<file path="config.mk">
export PLATFORM = sky130hd
export DESIGN_NAME = uart_tx_fifo_cfg_flat
export DESIGN_NICKNAME = d
export VERILOG_FILES = /design/src/rtl/uart_tx_fifo_cfg_pkg.sv /design/src/rtl/uart_tx_fifo_cfg_if.sv /design/src/rtl/uart_tx_fifo_cfg_fifo.sv /design/src/rtl/uart_tx_fifo_cfg.sv /design/src/flat_wrapper.sv
export SDC_FILE = /design/constraint.sdc
export NUM_CORES = 1
export LEC_CHECK = 0
export ABC_AREA = 0
export ABC_CLOCK_PERIOD_IN_PS = 2240
export CAP_MARGIN = 15
export CORE_MARGIN = 10
export CORE_UTILIZATION = 53
export DETAILED_ROUTE_END_ITERATION = 8
export PLACE_DENSITY = 0.76
export SYNTH_ARGS = -nofsm -noshare
export SYNTH_HDL_FRONTEND = slang
export SYNTH_SLANG_ARGS = --single-unit
</file>
<file path="constraint.sdc">
create_clock -name clk -period 2.24 [get_ports clk]
set_input_delay 0.672 -clock clk [delete_from_list [all_inputs] [get_ports clk]]
set_output_delay 0.672 -clock clk [all_outputs]
set_load 0.05 [all_outputs]
</file>
<file path="src/rtl/uart_tx_fifo_cfg_pkg.sv">
// uart_tx_fifo_cfg_pkg: shared state and parity encodings for the configurable UART transmitter
package uart_tx_fifo_cfg_pkg;
    typedef enum logic [2:0] {IDLE, START, DATA, PARITY, STOP} tx_state_t;
    typedef enum logic [1:0] {PAR_NONE, PAR_EVEN, PAR_ODD} parity_t;
endpackage

</file>
<file path="src/rtl/uart_tx_fifo_cfg_if.sv">
// uart_tx_fifo_cfg_if: valid/ready word stream feeding the transmitter FIFO
interface uart_tx_fifo_cfg_if #(parameter int DW = 8);
    logic [DW-1:0] data;
    logic          valid;
    logic          ready;
    modport master (output data, valid, input ready);
    modport slave  (input data, valid, output ready);
endinterface

</file>
<file path="src/rtl/uart_tx_fifo_cfg_fifo.sv">
// uart_tx_fifo_cfg_fifo: synchronous FIFO with wrap-bit pointers and show-ahead read
module uart_tx_fifo_cfg_fifo #(
    parameter int W     = 8,
    parameter int DEPTH = 4
) (
    input  logic         clk,
    input  logic         rst,
    input  logic         push,
    input  logic         pop,
    input  logic [W-1:0] din,
    output logic [W-1:0] dout,
    output logic         full,
    output logic         empty
);
    localparam int AW = $clog2(DEPTH);
    logic [W-1:0] mem [DEPTH];
    logic [AW:0]  wr_ptr, rd_ptr;
    assign empty = wr_ptr == rd_ptr;
    assign full  = (wr_ptr[AW] != rd_ptr[AW]) && (wr_ptr[AW-1:0] == rd_ptr[AW-1:0]);
    assign dout  = mem[rd_ptr[AW-1:0]];
    // storage array, written only when there is room
    always_ff @(posedge clk)
        if (push && !full) mem[wr_ptr[AW-1:0]] <= din;
    // pointers; a push into a full FIFO is dropped even if a pop happens on the same edge
    always_ff @(posedge clk or negedge rst)
        if (!rst) begin
            wr_ptr <= '0;
            rd_ptr <= '0;
        end else begin
            if (push && !full) wr_ptr <= wr_ptr + 1'b1;
            if (pop && !empty) rd_ptr <= rd_ptr + 1'b1;
        end
endmodule

</file>
<file path="src/rtl/uart_tx_fifo_cfg.sv">
// uart_tx_fifo_cfg: FIFO-fed UART transmitter with runtime data/parity/stop/baud configuration
module uart_tx_fifo_cfg #(
    parameter int DW    = 8,
    parameter int DEPTH = 4,
    parameter int DIVW  = 16
) (
    input  logic                clk,
    input  logic                rst,
    input  logic [DIVW-1:0]     clkdiv,
    input  logic [1:0]          parity_mode,
    input  logic                stop2,
    uart_tx_fifo_cfg_if.slave   s,
    output logic                tx,
    output logic                tx_done,
    output logic                busy
);
    import uart_tx_fifo_cfg_pkg::*;
    localparam int BW = $clog2(DW);
    tx_state_t       state;
    logic [DIVW-1:0] baud_cnt, div_q;
    logic [BW-1:0]   bit_cnt;
    logic [DW-1:0]   shift, head;
    logic            par_en, par_bit, stop2_q, avail, full, empty, pop, bit_end, last_stop;
    parity_t         pmode;
    assign pmode     = parity_t'(parity_mode);
    assign bit_end   = baud_cnt == div_q;
    assign last_stop = bit_cnt == BW'(stop2_q);
    assign pop       = !empty && ((state == IDLE && avail) || (state == STOP && bit_end && last_stop));
    assign s.ready   = !full;
    assign busy      = (state != IDLE) || !empty;

    uart_tx_fifo_cfg_fifo #(.W(DW), .DEPTH(DEPTH)) u_fifo (
        .clk   (clk),
        .rst   (rst),
        .push  (s.valid),
        .pop   (pop),
        .din   (s.data),
        .dout  (head),
        .full  (full),
        .empty (empty)
    );

    // frame sequencer: tx and tx_done are registered, so tx_done is raised on the edge that enters the last stop cycle
    always_ff @(posedge clk or negedge rst)
        if (!rst) begin
            state    <= IDLE;
            tx       <= 1'b1;
            tx_done  <= 1'b0;
            baud_cnt <= '0;
            bit_cnt  <= '0;
            shift    <= '0;
            div_q    <= '0;
            par_en   <= 1'b0;
            par_bit  <= 1'b0;
            stop2_q  <= 1'b0;
            avail    <= 1'b0;
        end else begin
            avail   <= !empty;
            tx_done <= 1'b0;
            if (state != IDLE) baud_cnt <= bit_end ? '0 : baud_cnt + DIVW'(1);
            case (state)
                START:
                    if (bit_end) begin
                        state   <= DATA;
                        bit_cnt <= '0;
                        tx      <= shift[0];
                    end
                DATA:
                    if (bit_end) begin
                        if (bit_cnt == BW'(DW - 1)) begin
                            state   <= par_en ? PARITY : STOP;
                            tx      <= par_en ? par_bit : 1'b1;
                            bit_cnt <= '0;
                            tx_done <= !par_en && div_q == '0 && !stop2_q;
                        end else begin
                            bit_cnt <= bit_cnt + 1'b1;
                            shift   <= shift >> 1;
                            tx      <= shift[1];
                        end
                    end
                PARITY:
                    if (bit_end) begin
                        state   <= STOP;
                        tx      <= 1'b1;
                        tx_done <= div_q == '0 && !stop2_q;
                    end
                STOP:
                    if (bit_end) begin
                        if (last_stop) state <= IDLE;
                        else begin
                            bit_cnt <= bit_cnt + 1'b1;
                            tx_done <= div_q == '0;
                        end
                    end else tx_done <= last_stop && (baud_cnt + DIVW'(1) == div_q);
                default: ;
            endcase
            if (pop) begin
                state    <= START;
                tx       <= 1'b0;
                baud_cnt <= '0;
                shift    <= head;
                div_q    <= clkdiv;
                stop2_q  <= stop2;
                par_en   <= pmode == PAR_EVEN || pmode == PAR_ODD;
                par_bit  <= pmode == PAR_ODD ? ~^head : ^head;
            end
        end
endmodule

</file>
<file path="src/flat_wrapper.sv">
// flat-port wrapper written by rule: the top's interface ports become plain ports
module uart_tx_fifo_cfg_flat import uart_tx_fifo_cfg_pkg::*;
#(
    parameter int DW    = 8,
    parameter int DEPTH = 4,
    parameter int DIVW  = 16
)
  (clk, rst, clkdiv, parity_mode, stop2, tx, tx_done, busy, s_data, s_valid, s_ready);
  uart_tx_fifo_cfg_if #(.DW(DW)) s_i ();
  input  logic clk;
  input  logic rst;
  input  logic [DIVW-1:0] clkdiv;
  input  logic [1:0] parity_mode;
  input  logic stop2;
  output logic tx;
  output logic tx_done;
  output logic busy;
  input wire logic [$bits(s_i.data)-1:0] s_data;
  input wire logic [$bits(s_i.valid)-1:0] s_valid;
  output wire logic [$bits(s_i.ready)-1:0] s_ready;
  assign s_i.data = s_data;
  assign s_i.valid = s_valid;
  assign s_ready = s_i.ready;
  uart_tx_fifo_cfg #(.DW(DW), .DEPTH(DEPTH), .DIVW(DIVW)) u_core (.clk(clk), .rst(rst), .clkdiv(clkdiv), .parity_mode(parity_mode), .stop2(stop2), .s(s_i), .tx(tx), .tx_done(tx_done), .busy(busy));
endmodule
</file>
==> Word-level counts from Yosys, hierarchy flattened <==
Memories as Yosys holds them, arrays and structs flattened.
Cells that the tools add are included.
{ "op_classes": {"add_sub_neg": 4, "n_eq_ne": 24, "muxes": 38, "n_reduce_logical": 33} }
{ "op_table": {"columns": ["cell", "count"], "rows": [
  ["$mux 16", 3],
  ["$mux 3", 13],
  ["$eq 16x16->1", 2],
  ["$mux 8", 4],
  ["$ne 3x2->1 const B", 6],
  ["$add 16x1->16 const B", 1],
  ["$logic_not 16->1", 1],
  ["$mux 1", 14],
  ["$pmux 3 s4", 1],
  ["$logic_and 1x1->1", 11],
  ["$add 3x1->3 const B", 3],
  ["$pmux 3 s3", 1],
  ["$reduce_xnor 8->1", 1],
  ["$reduce_xor 8->1", 1],
  ["$reduce_and 7->1", 1],
  ["$eq 3x2->1 const B", 2],
  ["$eq 3x3->1 const B", 2],
  ["$ne 2x1->1 const B", 3],
  ["$pmux 1 s3", 2],
  ["$reduce_bool 2->1", 3],
  ["$reduce_bool 3->1", 2],
  ["$reduce_and 5->1", 1],
  ["$reduce_bool 5->1", 1],
  ["$logic_not 1->1", 4],
  ["other kinds (13)", 16]
]} }
{ "totals": {"register_bits": 58, "ramBits": 32, "output_inout_bits": 4, "word_cells": 113, "memories": 1} }
{ "mem_list": {"columns": ["name", "depth", "word_bits", "read_ports", "rd_ports_with_merged_regs", "wr", "line", "rtl"], "rows": [
  ["u_core.u_fifo.mem", 4, 8, 1, 0, 1, "uart_tx_fifo_cfg_fifo.sv:16", "logic [W-1:0] mem [DEPTH];"]
]} }

==> Logic depth before layout (Yosys ltp) <==
Gate-level depths: netlist of the first run.
{ "depth": {"ltp_word": 7, "ltp_mapped": 10, "mapped_depth_nobuf": 8} }

==> Hierarchy <==
A second synthesis of the first run with hierarchy kept.
{ "unflattened": {"hier_cells": 411, "hier_area_um2": 4883.4} }
{ "by_module_without_submodules": {"columns": ["module", "instances", "cells_each", "area_per_inst_um2", "seq_area_each_um2"], "rows": [
  ["uart_tx_fifo_cfg", 1, 321, 3225.6, 1302.5],
  ["uart_tx_fifo_cfg_fifo", 1, 90, 1657.8, 1111.1]
]} }

==> Worst setup path before layout of the first run <==
Ideal clock, no wire load.
{ "synth_path": {"path_type": "register to output", "startpoint": "register u_core.u_fifo.rd_ptr[1]", "endpoint": "output busy", "arrival_time_ns": 1.561, "t_required_ns": 1.568, "slack_ns": 0.007, "stages_incl_launch_ff": 6, "path_cell_list": "dfrtp_1 buf_2 xor2_1 or3_1 clkbuf_1 nand2b_1"} }
{ "synth_between": {"elab_chain_len": 3} }
{ "synth_lines": {"columns": ["item", "line", "rtl"], "rows": [
  ["start: declaration", "uart_tx_fifo_cfg_fifo.sv:17", "logic [AW:0] wr_ptr, rd_ptr;"],
  ["start signal: assignment", "uart_tx_fifo_cfg_fifo.sv:31", "if (pop && !empty) rd_ptr <= rd_ptr + 1'b1;"],
  ["$eq 3x3->1", "uart_tx_fifo_cfg_fifo.sv:18", "assign empty = wr_ptr == rd_ptr;"],
  ["$logic_not 1->1", "uart_tx_fifo_cfg.sv:30", "assign busy = (state != IDLE) || !empty;"],
  ["$logic_or 1x1->1", "uart_tx_fifo_cfg.sv:30", null],
  ["end: declaration", "flat_wrapper.sv:17", "output logic busy;"]
]} }
Every way passes these cells.

==> Worst setup path in the final report of the first run <==
Ends and elaborated chain as after synthesis.

==> run metrics, run 1 <==
status finished with violations; failing checks setup timing; syn nets 451; ys async rst share 0.6444; Synth Area in XOR/XNOR 0.07585; Hold Vio Cnt, Final 0; initial antenna violation count 0; largest net degree at the start of global routing 59; antenna-violating nets left 0; iteration count of the initial detailed-routing pass 5; grt ovf 0; Layout fillers 541; max-cap viol count 0; worst slew pin tran 0.5754 ns; DR WL/cell 19.18 um; CP Max Fanout 2; yosys warns 0; vias in the first global route 3591; fin. max-slew vios 0; Compound-Gate Fraction of Synth Area 0.1052; Final Skew 0.009892 ns; Worst setup EP type output pin; WP buf/inv 1; mean area per synthesized cell 11.49 um^2; total power 7.360 mW; Clock Latency Late Sink 0.37 ns; Cell Pwr Density 1177 nW/um^2; simple-gate share of the synthesized area 0.1512; Gate Count Post-Synth 412; WP data arrival 1.69 ns; Synth area leaders dfrtp_1, edfxtp_1, mux2_1; peak supply drop 1.099 mV; CP top delay family simple AND/OR/NAND/NOR gates; Leak 2.522 nW; RSZ-0062 raised after global routing true; Num CTS Buffers 9; Synth Register Bits 90; Register Area 2414 um^2; sequential share of the synthesized area 0.5098; Final GP Congestion 0.8897; Main synth FF type dfrtp_1; core area 8721 um^2; vias per cell 5.969; worst endpoint required time 1.57 ns; CTS sink count 90; Cell Area, Synth 4735 um^2; Total Routing Usage GR 0.1685; Die W 114.5 um; via count 3707; Die ar. 13110 um^2; global-route wire length before repair 17890 um; most frequent cell after synthesis dfrtp_1; worst min-delay path class primary input to async pin; DP Wirelength 7470 um; post-synthesis mux area share 0.1004; PortBufs 33; Min Clock Period, post-route 2.363 ns; number of synthesized flops with an enable pin 32; 1st-iter DRT viols 257; final setup fails 35; max incr delay on CP 0.41 ns; share of cells above drive strength 1 0.3431; synth cell count leaders dfrtp_1, nand2_1, edfxtp_1; Post-route DRC 0; maximum root-to-sink buffer count 2; Adder-Cell Fraction of Synth Area 0.02378; post-layout util 0.7172; Area growth syn-to-layout 32.11%; starting density of the core 0.5429; crit path launch type flop; Worst Setup Slack, final -0.1232 ns; cell row count 34; CTS tree yes; Crit Path Category flop to output pin; Synth top area share 0.3013; CTS H-Tree Depth 3; die height 114.5 um; Antenna Cells 0; largest family of logic cells by synthesized area simple AND/OR/NAND/NOR gates; multi-input logic area 2439 um^2; area leader, netlist dfrtp_1; clock root buffer clkbuf_8; Slew Limit Headroom 0.6110; slowest CP cell dfrtp_1; CTS clock-pin slew for the worst setup and hold paths 0.10 ns; post-synth cell types 57; Max Freq 0.4231 GHz; crit-path cells xor2_1, or3_4, nand2b_4, buf_8; final wirelength 11910 um; NumNets Final 547; Placed Area 5499 um^2; Final period util 1.055; I/O Pins 34; final instance area 6255 um^2; hold buffer count at CTS 0
final cells by class:
cell class / count / share of cell area
flip-flops and latches: 90 / 0.3859
inverters: 9 / 0.005401
clock inverters: 7 / 0.01180
multi-input cells: 292 / 0.3899
repair buffers: 106 / 0.1656
well taps: 108 / 0.02160
clock buffers: 9 / 0.01980
cell families (layout without fill, tap and decap cells):
family	after synthesis	count (layout)
buf+inv	30	131
mux	35	35
flops	90	90
fa+ha+maj	9	9
xor+xnor	41	41
compound gates	76	76
simple gates	131	131
stage by stage:
stage | hold slack, ns | TNS, ns | std cells | setup slack [ns]
floorplan | 0.3764 | 0 | 412 | 0.007200
global placement | 0.4723 | -0.1412 | 582 | -0.03012
detailed placement | 0.4804 | -0.8925 | 582 | -0.05378
CTS | 0.3001 | -0.2349 | 602 | -0.1122
global route | 0.3013 | -4.618 | 621 | -0.2125
finish | 0.2613 | -2.141 | 621 | -0.1232
layout by cell type (no fill, tap or decap), types with 5 or more instances in the layout:
cell type / instances
inv_1: 9
xnor2_1: 18
a21oi_1: 12
buf_4: 57
and3_1: 5
nand3_1: 7
nor2_1: 19
o31ai_1: 5
edfxtp_1: 32
ha_1: 9
clkdlybuf4s50_1: 29
xor2_1: 18
o21ai_1: 18
inv_8: 5
o21ai_0: 7
buf_12: 7
nor4_1: 8
nand4_1: 6
nand2_2: 9
nor3_1: 6
clkbuf_8: 9
nand2_1: 33
mux2_4: 19
dfrtp_1: 57
mux4_2: 8
buf_6: 8
o21ai_2: 10
metal layers:
metal,GRT usage,vias to the layer above,part of all wire
met5,0,-,0
met4,0.07268,0,0.033
met3,0.03721,35,0.062
met2,0.2548,143,0.46
met1,0.2271,1839,0.44
li1,-,1690,-
worst paths after layout:
check                                         from  slack, ns  cells after the start            endpoint
min reg2reg                              u_core.tx       0.49                      2           u_core.tx
min in group clk                         u_core.tx       0.49                      2           u_core.tx
min                                            rst       0.26                      2  u_core.baud_cnt[5]
max reg2reg                      u_core.bit_cnt[0]      -0.12                      7      u_core.tx_done
max in group asynchronous                      rst       1.65                      2           u_core.tx
max                        u_core.u_fifo.rd_ptr[1]      -0.12                      4                busy
sequential cells by signal, indices dropped and copies added (netlist names):
| signal | cells |
|---|---|
| u_core.avail | 1 |
| u_core.baud_cnt | 16 |
| u_core.bit_cnt | 3 |
| u_core.div_q | 16 |
| u_core.par_bit | 1 |
| u_core.par_en | 1 |
| u_core.shift | 8 |
| u_core.state | 3 |
| u_core.stop2_q | 1 |
| u_core.tx | 1 |
| u_core.tx_done | 1 |
| u_core.u_fifo.mem | 32 |
| u_core.u_fifo.rd_ptr | 3 |
| u_core.u_fifo.wr_ptr | 3 |
report_power, final:
part | switching [mW] | internal [mW]
combinational | 1.70 | 1.91
clock | 0.690 | 0.447
sequential | 0.395 | 2.22
total | 2.79 | 4.57
what timing repair did:
action	4_1_cts	5_1_grt
pin swaps	7	17
gates resized for setup	11	72
setup endpoints to repair	34	53
cloned	1	1
buffers inserted	3	19
(Power assumes the default switching activity.)
==> inputs of run 2 (changes only) <==
Settings changed: CORE_ASPECT_RATIO from default to 1.25.
==> run 2 against run 1 <==
  * The flow still finishes with violations (setup timing)
  * Combinational power barely moved
  * Worst setup slack lost 0.034 ns
  * Cell area increased by 0.12%
  * Global-route usage is 1.1 points lower
  * Power rose by 2.1%
  * Cell count increased by 0.97%
  * Utilization is 0.25 points higher
  * Register-to-register slack improved by 0.03 ns
  * Via count shrank 1.7%
  * Clock-buffer cell count unchanged
  * Sequential power is essentially flat
  * Largest power group unchanged
  * Highest routed layer unchanged
==> run metrics, run 2 (synthesis results as in run 1) <==
status finished with violations; failing checks setup timing; peak supply drop 0.8990 mV (-18%); cell row count 38 (+12%); clock root buffer clkbuf_8; Final Skew 0.003577 ns (-0.006315 ns); die height 125.7 um (+9.7%); Final period util 1.070 (+0.01503); Post-Layout Cell Count 627 (+0.97%); Total Routing Usage GR 0.1579 (-0.01057); RSZ-0062 raised after global routing true; WP data arrival 1.72 ns (+0.03 ns); Post-route DRC 0 (unchanged); Worst setup EP type output pin; core area 8701 um^2 (-0.23%); largest net degree at the start of global routing 59 (unchanged); Leak 2.562 nW (+1.6%); final wirelength 11820 um (-0.74%); Hold Vio Cnt, Final 0 (unchanged); Area growth syn-to-layout 32.27%; worst min-delay path class primary input to async pin; vias per cell 5.810 (-2.7%); total power 7.511 mW (+2.1%); crit path launch type flop; worst r2r dst u_core.par_bit; Worst Reg-to-Reg Cells 9 (+2); FF-to-FF setup slack -0.09 ns (+0.03 ns); most frequent cells in the layout buf_4, dfrtp_1, edfxtp_1, nand2_1, clkdlybuf4s50_1; grt ovf 0 (unchanged); max-cap viol count 0 (unchanged); crit-path cells xor2_2, or3_4, nand2b_4, buf_8; Final GP Congestion 0.8826 (-0.80%); via count 3643 (-1.7%); Antenna Cells 0 (unchanged); Min Clock Period, post-route 2.397 ns (+0.03368 ns); Layout fillers 588 (+8.7%); CTS H-Tree Depth 3 (unchanged); global-route wire length before repair 16930 um (-5.4%); Crit Path Category flop to output pin; Hold WS 0.2933 ns (+0.03198 ns); Slew Limit Headroom 0.6499 (+0.03885); CTS tree yes; worst slew pin tran 0.5236 ns (-0.05182 ns); Max Freq 0.4172 GHz (-1.4%); antenna-violating nets left 0 (unchanged); final setup fails 5 (-86%); Die ar. 13140 um^2 (+0.18%); fin. max-slew vios 0 (unchanged); Cell Pwr Density 1199 nW/um^2 (+1.9%); DP Wirelength 7571 um (+1.3%); PortBufs 33 (unchanged); CTS sink count 90 (unchanged); max incr delay on CP 0.43 ns (+0.02 ns); CTS clock-pin slew for the worst setup and hold paths 0.09 ns (about the same); DR WL/cell 18.86 um (-1.7%); Worst Setup Slack, final -0.1569 ns (-0.03368 ns); NumNets Final 541 (-1.1%); Num CTS Buffers 9 (unchanged); maximum root-to-sink buffer count 2 (unchanged); CP top delay family simple AND/OR/NAND/NOR gates; slowest CP cell dfrtp_2; Die W 104.5 um (-8.7%); WP buf/inv 1 (unchanged); share of cells above drive strength 1 0.3432 (about the same); I/O Pins 34 (unchanged); pre-CTS setup slack -0.04579 ns (+0.007989 ns); max reg flops 32 (unchanged); vias in the first global route 3476 (-3.2%); 1st-iter DRT viols 280 (+8.9%); r2r startpoint u_core.u_fifo.rd_ptr[0]; Post-Place Cells 586 (+0.69%); WP depth 4 (unchanged); starting density of the core 0.5441 (+0.001249); initial antenna violation count 0 (unchanged); iteration count of the initial detailed-routing pass 5 (unchanged); worst endpoint required time 1.57 ns (about the same); Clock Latency Late Sink 0.37 ns (about the same); CP Max Fanout 4 (+2)
==> run 2: changes by cell type in the layout (fill, tap and decap cells not counted), sizes merged <==
| cell | previous run | this run |
|---|---|---|
| buf | 76 | 68 |
| bufinv | 0 | 2 |
| clkbuf | 10 | 12 |
| inv | 14 | 12 |
==> run 2: per-stage QoR <==
step / utilization / cell area, um^2 / TNS [ns]
6_report: 0.7197 / 6262 / -0.2930
3_5_place_dp: 0.6297 / 5479 / -0.6056
2_1_floorplan: - / 4735 / 0
5_1_grt: 0.7197 / 6262 / -3.488
4_1_cts: 0.6644 / 5781 / -0.3024
3_3_place_gp: 0.6297 / 5479 / -0.03184
==> run 2: worst max-delay path by stage <==
stage,start,endpoint
after floorplan,u_core.u_fifo.rd_ptr[1],busy
after global placement,u_core.baud_cnt[10],u_core.div_q[7]
after detailed placement,u_core.baud_cnt[10],u_core.div_q[12]
after CTS,u_core.u_fifo.rd_ptr[2],busy
after global routing,u_core.u_fifo.rd_ptr[2],busy
final,u_core.u_fifo.wr_ptr[0],busy
==> run 2: layer usage <==
metal	wire length, um	vias to the layer above	GRT usage
met4	308	0	0.06563
met3	622	31	0.03163
met1	4523	1779	0.1806
met2	6369	150	0.2807
li1	-	1683	-
met5	0	-	0
==> run 2: worst reg2reg max path: cells and delay by family (launching register included) <==
| family | cells | cell delay [ns] |
|---|---|---|
| muxes | 2 | 0.74 |
| xor gates and xnor gates | 4 | 0.67 |
| DFF | 1 | 0.44 |
| buffers and inverters | 3 | 0.39 |
==> run 2: timing repair <==
item | in CTS | in global routing
gates resized for setup | 8 | 72
gates cloned | 0 | 3
buffers inserted | 3 | 19
pin swaps | 3 | 20
hold buffers | 0 | 0
setup endpoints to repair | 25 | 52
endpoints found under the hold margin | 0 | 0
==> run 2: cell type report <==
type	count	area [um^2]	share of cell area
well taps	120	150.1	0.02398
inverters	9	33.78	0.005395
flip-flops and latches	90	2417	0.3860
multi-input cells	292	2444	0.3902
repair buffers	100	987.2	0.1576
clock buffers	9	123.9	0.01978
clock inverters	7	106.4	0.01698
==> run 2: power by group <==
part           internal [mW]  switching, mW
logic                   1.95           1.68
clock network          0.648          0.634
registers               2.22          0.378
==> inputs of run 3 (changes only) <==
Settings changed: REMOVE_ABC_BUFFERS from default to 1.
==> run 3 against run 2 <==
  * The flow still finishes with violations (setup timing)
  * Non-clock buffer count fell by 9
  * Sequential share of layout area rose by 0.75 points
  * Clock skew rose by 0.0098 ns
  * First-iteration DRC count fell by 8.6%
  * Cell area fell by 1.9%
  * Critical path depth did not move
  * Hold slack got worse by 0.027 ns
  * Utilization fell by 1.4 points
  * Wire length fell by 6.9%
  * Clock power fell by 20%
  * Sequential power barely moved
  * Critical endpoint unchanged
  * Largest power group unchanged
  * Highest routed layer unchanged
==> run metrics, run 3 (synthesis results as in run 1) <==
status finished with violations; failing checks setup timing; 1st-iter DRT viols 256 (-8.6%); Pint 4.424 mW (-8.2%); WP buf/inv 1 (unchanged); Hold Vio Cnt, Final 0 (unchanged); Num CTS Buffers 9 (unchanged); CP top delay family simple AND/OR/NAND/NOR gates; Clock Latency Late Sink 0.37 ns (about the same); DR WL/cell 17.82 um (-5.5%); worst r2r dst u_core.baud_cnt[5]; iteration count of the initial detailed-routing pass 4 (-1); initial antenna violation count 0 (unchanged); WP data arrival 1.65 ns (-0.07 ns); NumNets Final 532 (-1.7%); share of cells above drive strength 1 0.3353 (-0.007854); Leak 2.488 nW (-2.9%); Worst Reg-to-Reg Cells 9 (unchanged); DP Wirelength 7478 um (-1.2%); worst slew pin tran 0.5117 ns (-0.01184 ns); final setup fails 40 (+35); antenna-violating nets left 0 (unchanged); worst endpoint required time 1.57 ns (about the same); share of total power in the clock network 0.147 (-0.024); Post-route DRC 0 (unchanged); commonest non-fill, non-tap cell in the layout dfrtp_1; Antenna Cells 0 (unchanged); peak supply drop 0.9285 mV (+3.3%); core area 8701 um^2 (unchanged); met2 Track Usage GR 0.2978 (+0.01708); Area growth syn-to-layout 29.73%; busiest grt layer met2; Comb power frac 0.477 (-0.006); switch share 0.3675 (+0.009360); cell row count 38 (unchanged); Worst Setup Slack, final -0.07788 ns (+0.07904 ns); sequential share of power 0.376 (+0.030); starting density of the core 0.5441 (unchanged); CP Max Fanout 2 (-2); Net Sw Power 2.571 mW (-4.4%); PortBufs 33 (unchanged); Final GP Congestion 0.9117 (+3.3%); Max Freq 0.4314 GHz (+3.4%); grt ovf 0 (unchanged); global-route wire length before repair 17740 um (+4.8%); max reg flops 32 (unchanged); pre-CTS setup slack -0.09596 ns (-0.05016 ns); Die W 104.5 um (unchanged); fin. max-slew vios 0 (unchanged); FF-to-FF setup slack -0.06 ns (+0.03 ns); Cell Pwr Density 1139 nW/um^2 (-5.1%); Total Routing Usage GR 0.1664 (+0.008468); RSZ-0062 raised after global routing true; Final Skew 0.01340 ns (+0.009821 ns); clock root buffer clkbuf_8; largest net degree at the start of global routing 59 (unchanged); CTS clock-pin slew for the worst setup and hold paths 0.10 ns (about the same); max-cap viol count 0 (unchanged); via count 3520 (-3.4%); CTS H-Tree Depth 3 (unchanged); max incr delay on CP 0.40 ns (-0.03 ns); CTS tree yes; worst min-delay path class primary input to async pin; Min Clock Period, post-route 2.318 ns (-0.07904 ns); Crit Path Category flop to output pin; Die ar. 13140 um^2 (unchanged); Hold WS 0.2660 ns (-0.02729 ns); die height 125.7 um (unchanged); maximum root-to-sink buffer count 2 (unchanged); grt met3 use 0.03214 (+0.0005102); I/O Pins 34 (unchanged); CTS sink count 90 (unchanged); vias per cell 5.696 (-2.0%); final wirelength 11010 um (-6.9%); met1 Usage GRT 0.1783 (-0.002246); crit-path cells xor2_1, or3_4, nand2b_4, buf_8; Slew Limit Headroom 0.6578 (+0.007916); Worst setup EP type output pin; crit path launch type flop; vias in the first global route 3629 (+4.4%); r2r startpoint u_core.div_q[7]; Layout fillers 592 (+0.68%); slowest CP cell dfrtp_1; most frequent cells in the layout dfrtp_1, buf_4, nand2_1, edfxtp_1, clkdlybuf4s50_1; Final period util 1.035 (-0.03529)
-- run 3: worst max-delay path by stage --
stage                       to  cells after the start  slack [ns]                     from
4_1_cts                   busy                      5       -0.21  u_core.u_fifo.rd_ptr[0]
3_3_place_gp   u_core.state[1]                      6       -0.06          u_core.div_q[7]
2_1_floorplan   u_core.par_bit                      6       -0.19       u_core.baud_cnt[4]
6_report                  busy                      4       -0.08  u_core.u_fifo.wr_ptr[2]
3_5_place_dp   u_core.div_q[3]                      7        -0.1          u_core.div_q[7]
5_1_grt                   busy                      4       -0.14  u_core.u_fifo.wr_ptr[2]
-- run 3: what timing repair did --
item                                   4_1_cts  5_1_grt
setup endpoints to repair                   42       53
setup buffers                                4        7
cloned                                       2        1
hold buffers                                 0        0
gates resized for setup                     41       46
endpoints found under the hold margin        0        0
pin swaps                                    6       13
-- run 3: worst register-to-register path, stage by stage, from the launching register on --
cell and delay (ns):
dfrtp_1 0.42, xor2_1 0.20, nor4_2 0.36, nand4_1 0.25
buf_4 0.24, o21ai_4 0.25, clkbuf_16 0.21, nor2_1 0.05
o21ai_1 0.14, o21ai_1 0.09
-- run 3: metrics by stage --
step                      area, um^2  total power [mW]    util  setup TNS [ns]  instances
after floorplan                 4608             4.353       -          -3.909        391
after global placement          5477             5.328  0.6294          -1.062        589
after detailed placement        5477             5.435  0.6294          -2.210        589
after CTS                       5933             6.818  0.6819         -0.9397        611
after global routing            6142             7.427  0.7059          -3.325        618
final                           6142             6.995  0.7059          -1.421        618
-- run 3: layout make-up --
class,count,area (um^2),area share
well taps,120,150.1,0.02444
multi-input cells,292,2466,0.4015
clock inverters,7,51.30,0.008352
clock buffers,9,123.9,0.02017
repair buffers,91,899.6,0.1465
inverters,9,33.78,0.005500
flip-flops and latches,90,2417,0.3936
-- run 3: power by group through the flow --
stage	sequential (mW)	combinational [mW]	clock, mW
after floorplan	2.63	1.72	0
after global placement	2.59	2.74	0
after detailed placement	2.61	2.83	0
after CTS	2.60	3.18	1.04
after global routing	2.68	3.64	1.11
final	2.63	3.34	1.02
-- run 3: routing by layer --
layer  wire length, um  vias up  part of all wire
li1                  -     1667                 -
met5                 0        -                 0
met1              4328     1718              0.39
met3               379       38             0.034
met4               493        0             0.045
met2              5813       97              0.53
